**src/rtl/alu_sequencer.sv**
```systemverilog
// alu_sequencer
//   Multi-cycle control FSM that owns the 8-bit ALU and the register-file
//   ports around it. It accepts one two-address instruction
//   (Dst = Dst op Src) per valid/ready handshake and runs it through
//   READ -> EXEC -> WB. It also holds the architectural carry and zero flags.
//
// Ports
//   Clk, Reset                 rising-edge clock, async active-high reset
//   InstrValid/InstrReady      instruction handshake
//   InstrOp/Dst/Src/SetFlags   instruction fields (op 1010 = CMP, 1011+ illegal)
//   RegAddrA/B, RegDataA/B     register-file combinational read ports
//   AluDataA/B, AluSel,
//   AluWriteCZ                 ALU operands and control
//   AluDataOut, AluCF, AluZF   ALU result and flags
//   RegWrEn/WrAddr/WrData      register-file write port (written on Clk edge)
//   FlagC, FlagZ               architectural flags
//   Done, IllegalOp            one-cycle completion / illegal-op pulses
module alu_sequencer #(
  parameter int WIDTH_DATA_LENGTH   = 8,
  parameter int WIDTH_ALUSEL_LENGTH = 4,
  parameter int REG_ADDR_WIDTH      = 3
) (
  input  logic                           Clk,
  input  logic                           Reset,
  input  logic                           InstrValid,
  output logic                           InstrReady,
  input  logic [WIDTH_ALUSEL_LENGTH-1:0] InstrOp,
  input  logic [REG_ADDR_WIDTH-1:0]      InstrDst,
  input  logic [REG_ADDR_WIDTH-1:0]      InstrSrc,
  input  logic                           InstrSetFlags,
  output logic [REG_ADDR_WIDTH-1:0]      RegAddrA,
  output logic [REG_ADDR_WIDTH-1:0]      RegAddrB,
  input  logic [WIDTH_DATA_LENGTH-1:0]   RegDataA,
  input  logic [WIDTH_DATA_LENGTH-1:0]   RegDataB,
  output logic [WIDTH_DATA_LENGTH-1:0]   AluDataA,
  output logic [WIDTH_DATA_LENGTH-1:0]   AluDataB,
  output logic [WIDTH_ALUSEL_LENGTH-1:0] AluSel,
  output logic                           AluWriteCZ,
  input  logic [WIDTH_DATA_LENGTH-1:0]   AluDataOut,
  input  logic                           AluCF,
  input  logic                           AluZF,
  output logic                           RegWrEn,
  output logic [REG_ADDR_WIDTH-1:0]      RegWrAddr,
  output logic [WIDTH_DATA_LENGTH-1:0]   RegWrData,
  output logic                           FlagC,
  output logic                           FlagZ,
  output logic                           Done,
  output logic                           IllegalOp
);

  localparam logic [WIDTH_ALUSEL_LENGTH-1:0] OP_CMP  = 4'b1010;
  localparam logic [WIDTH_ALUSEL_LENGTH-1:0] SEL_SUB = 4'b0101;

  typedef enum logic [2:0] {
    S_IDLE = 3'd0,
    S_READ = 3'd1,
    S_EXEC = 3'd2,
    S_WB   = 3'd3,
    S_ERR  = 3'd4
  } state_t;

  state_t                           state_q, state_d;
  logic [WIDTH_ALUSEL_LENGTH-1:0]   op_q, op_d;
  logic [REG_ADDR_WIDTH-1:0]        dst_q, dst_d;
  logic [REG_ADDR_WIDTH-1:0]        src_q, src_d;
  logic                             set_flags_q, set_flags_d;
  logic [WIDTH_DATA_LENGTH-1:0]     opa_q, opa_d;
  logic [WIDTH_DATA_LENGTH-1:0]     opb_q, opb_d;
  logic [WIDTH_DATA_LENGTH-1:0]     result_q, result_d;
  logic                             flag_c_q, flag_c_d;
  logic                             flag_z_q, flag_z_d;

  logic is_cmp;
  logic accept;

  assign is_cmp = (op_q == OP_CMP);

  always_ff @(posedge Clk or posedge Reset) begin
    if (Reset) begin
      state_q     <= S_IDLE;
      op_q        <= '0;
      dst_q       <= '0;
      src_q       <= '0;
      set_flags_q <= 1'b0;
      opa_q       <= '0;
      opb_q       <= '0;
      result_q    <= '0;
      flag_c_q    <= 1'b0;
      flag_z_q    <= 1'b0;
    end else begin
      state_q     <= state_d;
      op_q        <= op_d;
      dst_q       <= dst_d;
      src_q       <= src_d;
      set_flags_q <= set_flags_d;
      opa_q       <= opa_d;
      opb_q       <= opb_d;
      result_q    <= result_d;
      flag_c_q    <= flag_c_d;
      flag_z_q    <= flag_z_d;
    end
  end

  always_comb begin
    state_d     = state_q;
    op_d        = op_q;
    dst_d       = dst_q;
    src_d       = src_q;
    set_flags_d = set_flags_q;
    opa_d       = opa_q;
    opb_d       = opb_q;
    result_d    = result_q;
    flag_c_d    = flag_c_q;
    flag_z_d    = flag_z_q;

    InstrReady  = 1'b0;
    AluSel      = '0;
    AluWriteCZ  = 1'b0;
    RegWrEn     = 1'b0;
    Done        = 1'b0;
    IllegalOp   = 1'b0;
    accept      = 1'b0;

    case (state_q)
      S_IDLE: begin
        InstrReady = 1'b1;
        accept     = InstrValid;
        state_d    = S_IDLE;
      end
      S_READ: begin
        opa_d   = RegDataA;
        opb_d   = RegDataB;
        state_d = S_EXEC;
      end
      S_EXEC: begin
        // CMP is a subtract whose result is never written back.
        AluSel     = is_cmp ? SEL_SUB : op_q;
        AluWriteCZ = set_flags_q | is_cmp;
        result_d   = AluDataOut;
        if (set_flags_q | is_cmp) begin
          flag_c_d = AluCF;
          flag_z_d = AluZF;
        end
        state_d = S_WB;
      end
      S_WB: begin
        RegWrEn    = ~is_cmp;
        Done       = 1'b1;
        InstrReady = 1'b1;
        accept     = InstrValid;
        state_d    = S_IDLE;
      end
      S_ERR: begin
        IllegalOp = 1'b1;
        state_d   = S_IDLE;
      end
      default: state_d = S_IDLE;
    endcase

    // Fields are latched on accept; the WB outputs above still use the
    // previous instruction's fields for this cycle.
    if (accept) begin
      op_d        = InstrOp;
      dst_d       = InstrDst;
      src_d       = InstrSrc;
      set_flags_d = InstrSetFlags;
      state_d     = (InstrOp <= OP_CMP) ? S_READ : S_ERR;
    end
  end

  // Read addresses always present the latched fields, so they are correct
  // during READ and simply hold elsewhere.
  assign RegAddrA  = dst_q;
  assign RegAddrB  = src_q;
  assign AluDataA  = opa_q;
  assign AluDataB  = opb_q;
  assign RegWrAddr = dst_q;
  assign RegWrData = result_q;
  assign FlagC     = flag_c_q;
  assign FlagZ     = flag_z_q;

endmodule

```
**config.mk**
```make
export PLATFORM = sky130hd
export DESIGN_NAME = alu_sequencer
export DESIGN_NICKNAME = d
export VERILOG_FILES = /design/src/rtl/alu_sequencer.sv
export SDC_FILE = /design/constraint.sdc
export NUM_CORES = 1
export LEC_CHECK = 0
export CAP_MARGIN = 10
export CORE_MARGIN = 3
export CORE_UTILIZATION = 42
export CTS_BUF_LIST = sky130_fd_sc_hd__clkbuf_16
export DETAILED_ROUTE_END_ITERATION = 10
export GPL_ROUTABILITY_DRIVEN = 1
export PLACE_DENSITY = 0.91
export SYNTH_ARGS = -nofsm -noshare
export SYNTH_HDL_FRONTEND = slang
export SYNTH_SLANG_ARGS = --single-unit
```
**constraint.sdc**
```tcl
create_clock -name Clk -period 4.4 [get_ports Clk]
set_input_delay 0.66 -clock Clk [delete_from_list [all_inputs] [get_ports Clk]]
set_output_delay 0.66 -clock Clk [all_outputs]
set_load 0.01 [all_outputs]
```
==> results_dict.tcl, run 1 <==
set metrics [dict create \
    power_density_normalized_to_cell_area_nw_per_um2 737 \
    placement.io_buffers 83 \
    nets 230 \
    tritoncts "done" \
    critical_path_start_type "register" \
    htreeDepth 2 \
    post_route_cells_drive_above_1_share_pct 20.9 \
    worst_slack_ps 1460 \
    num_cts_buffers 5 \
    dp.final_hpwl_um 2750 \
    synth_edf_count 0 \
    count_of_cell_types_in_the_netlist 22 \
    outcome "finished clean" \
    postCtsSetupRepairBufs 0 \
    routed_vias 1159 \
    route.detailed.vias_per_inst 4.85 \
    ports_placed_on_the_boundary 84 \
    cap_viol_max_count 0 \
    cell_by_cell_trace_of_the_critical_path "nor3b_4 > o21ai_1 > inv_1 > clkdlybuf4s50_1" \
    std_cell_rows 22 \
    yosys.cell_count.top_type "dfrtp_1" \
    setup.reg_to_reg.worst_slack_ps 2350 \
    synth_sequential_area_ratio_pct 59.2 \
    worst_r2r_endpoint "op_q[0]" \
    place_inst 231 \
    syn-num-nets 145 \
    holdCritPathClass "reg2reg" \
    synthFlopType "dfrtp_1" \
    synth.cell_area_sq_um 1690 \
    critical_path.reg2reg.startpoint "state_q[1]" \
    synthToLayoutAreaGrowth_pct 58.4 \
    hold_path.startpoint "AluDataA[6]" \
    die_x_um 69.4 \
    static-leakage-power_nw 1.14 \
    synth_area_leader_cell "dfrtp_1" \
    avgRoutedWirePerCell_um 15.6 \
    grt_start_max_net_pins 41 \
    postSynthAreaPerCell_sq_um 16.1 \
    timing.final.setup_violations 0 \
    path_max_fanout 15 \
    floorplan.initialDensity_pct 44.8 \
    yosys_warnings 0 \
    timing.slew.headroom_pct 34.0 \
    drt_first_iter_violations 17 \
    die_area_sq_um 4820 \
    post_detailed_routing_wire_length_um 3720 \
    ant_nets 0 \
    globalRoute.totalOverflow 0 \
    cp_data_arrival_time_ps 2280 \
    n_antenna_cell 0 \
    worstPathRequired_ps 3740 \
    setup_total_negative_slack_ps 0 \
    ff_latch_count_synth 40 \
    synth_area_leaders "dfrtp_1 59%, mux2_2 12%, mux2_1 7.3%" \
    rsz_0062_raised_after_global_routing "no" \
    worst_pin_slew_ps 986 \
    pre_cts_ws_ps 1720 \
    worst_skew_pair.late_latency_ps 280 \
    timing.hold.ws_ps 483 \
    track_usage_pct 16.1 \
    synthesis.instances 105 \
    grt_pass1_wl_um 6040 \
    critPathSlowestCell "nor3b_4" \
    worst-r2r-cell-count 3 \
    finalCritPeriodShare_pct 66.9 \
    clkSlewWorstSetupHoldPaths_ps 60 \
    fin_worst_skew_ps 2.93 \
    synth_commonest_cells "40 x dfrtp_1, 18 x mux2_2, 11 x mux2_1" \
    fmaxAchievable_mhz 340 \
    timing.critical_path.slowest_cell_delay_ps 610 \
    synthDominantCellAreaShare_pct 59.2 \
    final.min_clock_period_ps 2940 \
    cts_resized 0 \
    total_power_w 0.00197 \
    clk_path_buf_depth 2 \
    place.gp.congestion 0.715 \
    grt_pass1_vias 1282 \
    first_pass_iters 2 \
    route.detailed.drc 0 \
    ys_async_sr_fraction_pct 100 \
    hold-path-endpoint "AluDataA[6]" \
    antenna_violations_before_repair 0 \
    final_cells 239 \
    clk_root_buffer_cell "clkbuf_16" \
    cell_count_of_the_worst_hold_path 1 \
    floorplan.die.height_um 69.4 \
    core_sq_um 3770 \
    hold_viol_final 0 \
    worstSetupPathType "reg2out" \
    timing.critical_path.to_type "output port" \
    tritoncts_num_sinks 40 \
    vdd_ir_drop_max_uv 385 \
    hold_buffers 0 \
    drv_slew 0 \
]
==> per-stage QoR <==
stage	area (sq um)	utilization [%]
after floorplan	1690	-
after global placement	2540	67.3
after detailed placement	2540	67.3
after CTS	2680	71.0
after global routing	2680	71.0
final	2680	71.0
==> cells by family (layout without fill, tap and decap cells) <==
family,count (synthesis),count (layout),synth area share (%)
AND/OR/NAND/NOR,15,15,8.88
AO/OA/AOI/OAI,5,5,2.07
multiplexers,37,37,26.4
buffers and inverters,8,94,3.40
flip-flops,40,40,59.2
==> cell type report <==
cell class / instances / area [sq um]
Fill cell: 241 / 1090
Inverter: 2 / 7.51
Clock inverter: 3 / 13.8
Timing Repair Buffer: 84 / 838
Sequential cell: 40 / 1000
Tap cell: 48 / 60.1
Clock buffer: 5 / 125
Multi-Input combinational cell: 57 / 632
==> worst max path at each step <==
stage | endpoint | start | depth (start not counted)
finish | AluWriteCZ | state_q[2] | 4
global route | AluWriteCZ | state_q[2] | 4
CTS | AluWriteCZ | state_q[2] | 4
detailed placement | AluWriteCZ | state_q[2] | 4
global placement | AluWriteCZ | state_q[2] | 4
floorplan | AluSel[1] | state_q[2] | 3
==> cells in the final DEF, fill, tap and decap left out <==
cell type        instances
nor3b_1                  1
or2_2                    1
nor3_1                   1
nor2b_1                  2
clkinv_1                 1
nor3b_4                  2
a21o_1                   2
mux2_2                  18
nor2b_2                  1
mux2_1                  11
nor4b_4                  1
and3_1                   1
and3b_1                  3
o21a_1                   2
mux2_4                   8
buf_4                    1
inv_1                    2
clkinv_2                 2
clkbuf_16                5
and4bb_2                 1
clkdlybuf4s50_1         83
dfrtp_1                 40
nand2_1                  1
o21ai_1                  1
==> critical path: cells and delay by family, from the launching register on <==
kind | cells | cell delay, ps
AND/OR/NAND/NOR | 1 | 610
AO/OA/AOI/OAI | 1 | 250
buffers and inverters | 2 | 650
flip-flops | 1 | 490
==> registers in the layout, summed over array words and instances, names as in the netlist, 3 cells and up <==
signal,count
RegAddrA,3
RegWrData,8
op_q,4
AluDataB,8
AluDataA,8
state_q,3
RegAddrB,3
==> power by group <==
part           switching, W  total [W]  internal, W
registers          0.000124   0.000682     0.000557
logic              0.000339   0.000953     0.000614
clock network      0.000133   0.000339     0.000206
total              0.000597    0.00197      0.00138
==> routing by layer <==
metal	vias up	routed length [um]	global-route usage [%]	part of all wire [%]
met5	-	0	0	0
met4	0	36	4.56	0.97
met3	3	346	7.83	9.3
met2	47	1930	28.9	52
met1	567	1400	16.4	38
li1	542	-	-	-
(Power assumes the default switching activity.)
==> run 2, diff against run 1 <==
CORE_UTILIZATION = 40   (was 42)
PLACE_DENSITY = 0.88   (was 0.91)
clock period = 3.06 ns   (was 4.4 ns; I/O delays follow)
==> results_dict.tcl, run 2 (synthesis gave the netlist of run 1 again) <==
set metrics [dict create \
    layout.cells.most_common "clkdlybuf4s50_1" \
    critical_path.reg2reg.startpoint "state_q[2]" \
    timing.critical_path.to_type "output port" \
    timing.final.setup_violations 0 \
    finalCritPeriodShare_pct 90.9 \
    synthToLayoutAreaGrowth_pct 58.7 \
    floorplan.initialDensity_pct 42.0 \
    globalRoute.totalOverflow 0 \
    comb_power_share_pct 49.0 \
    timing.slew.headroom_pct 46.0 \
    dp.final_hpwl_um 3080 \
    path_max_fanout 15 \
    hold_buffers 0 \
    worst_r2r_endpoint "FlagZ" \
    ports_placed_on_the_boundary 84 \
    ant_nets 0 \
    n_antenna_cell 0 \
    worstSetupPathType "reg2out" \
    routed_vias 1159 \
    place_inst 234 \
    power_density_normalized_to_cell_area_nw_per_um2 1060 \
    postLayoutCellArea_sq_um 2680 \
    swShare_pct 30.2 \
    power_report.internal_total_w 0.00198 \
    worst-r2r-cell-count 3 \
    critical_path_start_type "register" \
    switchingPower_w 0.000856 \
    drv_slew 0 \
    fin_worst_skew_ps 4.28 \
    cap_viol_max_count 0 \
    route.detailed.drc 0 \
    rsz_0062_raised_after_global_routing "no" \
    cp_data_arrival_time_ps 2320 \
    worst_skew_pair.late_latency_ps 280 \
    hold_viol_final 0 \
    cts_resized 0 \
    nets 231 \
    grt_pass1_wl_um 6630 \
    die_area_sq_um 5040 \
    final.min_clock_period_ps 2780 \
    core_sq_um 4030 \
    route.detailed.vias_per_inst 4.81 \
    placement.io_buffers 83 \
    layout.core_utilization_pct 66.6 \
    track_usage_pct 17.1 \
    power_frac_clock_pct 16.7 \
    holdCritPathClass "reg2reg" \
    fmaxAchievable_mhz 360 \
    grt_pass1_vias 1306 \
    total_power_w 0.00284 \
    first_pass_iters 4 \
    die_x_um 71.0 \
    vdd_ir_drop_max_uv 431 \
    crit_path_start "state_q[2]" \
    place.gp.congestion 0.744 \
    setup.reg_to_reg.worst_slack_ps 1150 \
    worst_pin_slew_ps 809 \
    tritoncts_num_sinks 40 \
    outcome "finished clean" \
    tritoncts "done" \
    htreeDepth 2 \
    floorplan.die.height_um 71.0 \
    std_cell_rows 23 \
    seq_power_share_pct 34.3 \
    setup_total_negative_slack_ps 0 \
    clk_path_buf_depth 2 \
    clkSlewWorstSetupHoldPaths_ps 50 \
    static-leakage-power_nw 1.15 \
    grt_start_max_net_pins 41 \
    drt_first_iter_violations 22 \
    antenna_violations_before_repair 0 \
    worstPathRequired_ps 2600 \
    layout.cells.most_common_list "83 x clkdlybuf4s50_1, 40 x dfrtp_1, 18 x mux2_2, 11 x mux2_1, 8 x mux2_4" \
    clk_root_buffer_cell "clkbuf_16" \
    cp-endpoint "AluWriteCZ" \
    postCtsSetupRepairBufs 0 \
    post_detailed_routing_wire_length_um 4000 \
    post_dp_cell_area_sq_um 2550 \
    avgRoutedWirePerCell_um 16.6 \
    num_cts_buffers 5 \
    final_cells 241 \
    post_route_cells_drive_above_1_share_pct 20.9 \
]
[run 2: cell types whose count changed in the layout (fill, tap and decap cells not counted), sizes merged]
cell    before  now
buf          1    2
clkinv       3    1
inv          2    3
[run 2: metal layers]
| layer | global-route usage [%] | up-vias | share of wire (%) |
|---|---|---|---|
| met4 | 8.14 | 0 | 2.4 |
| met5 | 0 | - | 0 |
| met1 | 19.1 | 562 | 37 |
| met3 | 3.98 | 9 | 7.1 |
| met2 | 30.6 | 51 | 53 |
| li1 | - | 537 | - |
[run 2: critical path, stage by stage (launching register included)]
cell and delay, ps:
dfrtp_1 490, nor3b_4 660, o21ai_1 260, inv_1 110
clkdlybuf4s50_1 540
[run 2: cell type report]
type	instances	area, sq um
clock buffer	5	125
clock inverter	2	8.76
fill	296	1350
inverter	2	7.51
multi-input combinational	57	632
sequential	40	1000
tap	50	62.6
timing repair buffer	85	846
[run 2: how the worst min path moves through the flow]
stage,startpoint,endpoint,cells after the start
final,AluDataB[7],AluDataB[7],1
after global routing,AluDataB[7],AluDataB[7],1
after CTS,AluDataB[7],AluDataB[7],1
after detailed placement,AluDataB[7],AluDataB[7],1
after global placement,AluDataA[6],AluDataA[6],1
after floorplan,set_flags_q,set_flags_q,1
[run 2: power groups by stage]
stage	clock network [W]	logic, W	registers (W)
after floorplan	0	0.000627	0.00106
after global placement	0	0.00137	0.000955
after detailed placement	0	0.00141	0.000984
after CTS	0.000489	0.00142	0.000977
after global routing	0.000509	0.00148	0.00101
final	0.000473	0.00139	0.000974
[run 2: through the flow]
stage / worst slack (ps) / hold WS, ps
6_report: 278 / 485
5_1_grt: 60.6 / 502
4_1_cts: 246 / 489
3_5_place_dp: 540 / 477
3_3_place_gp: 681 / 467
2_1_floorplan: 1380 / 482
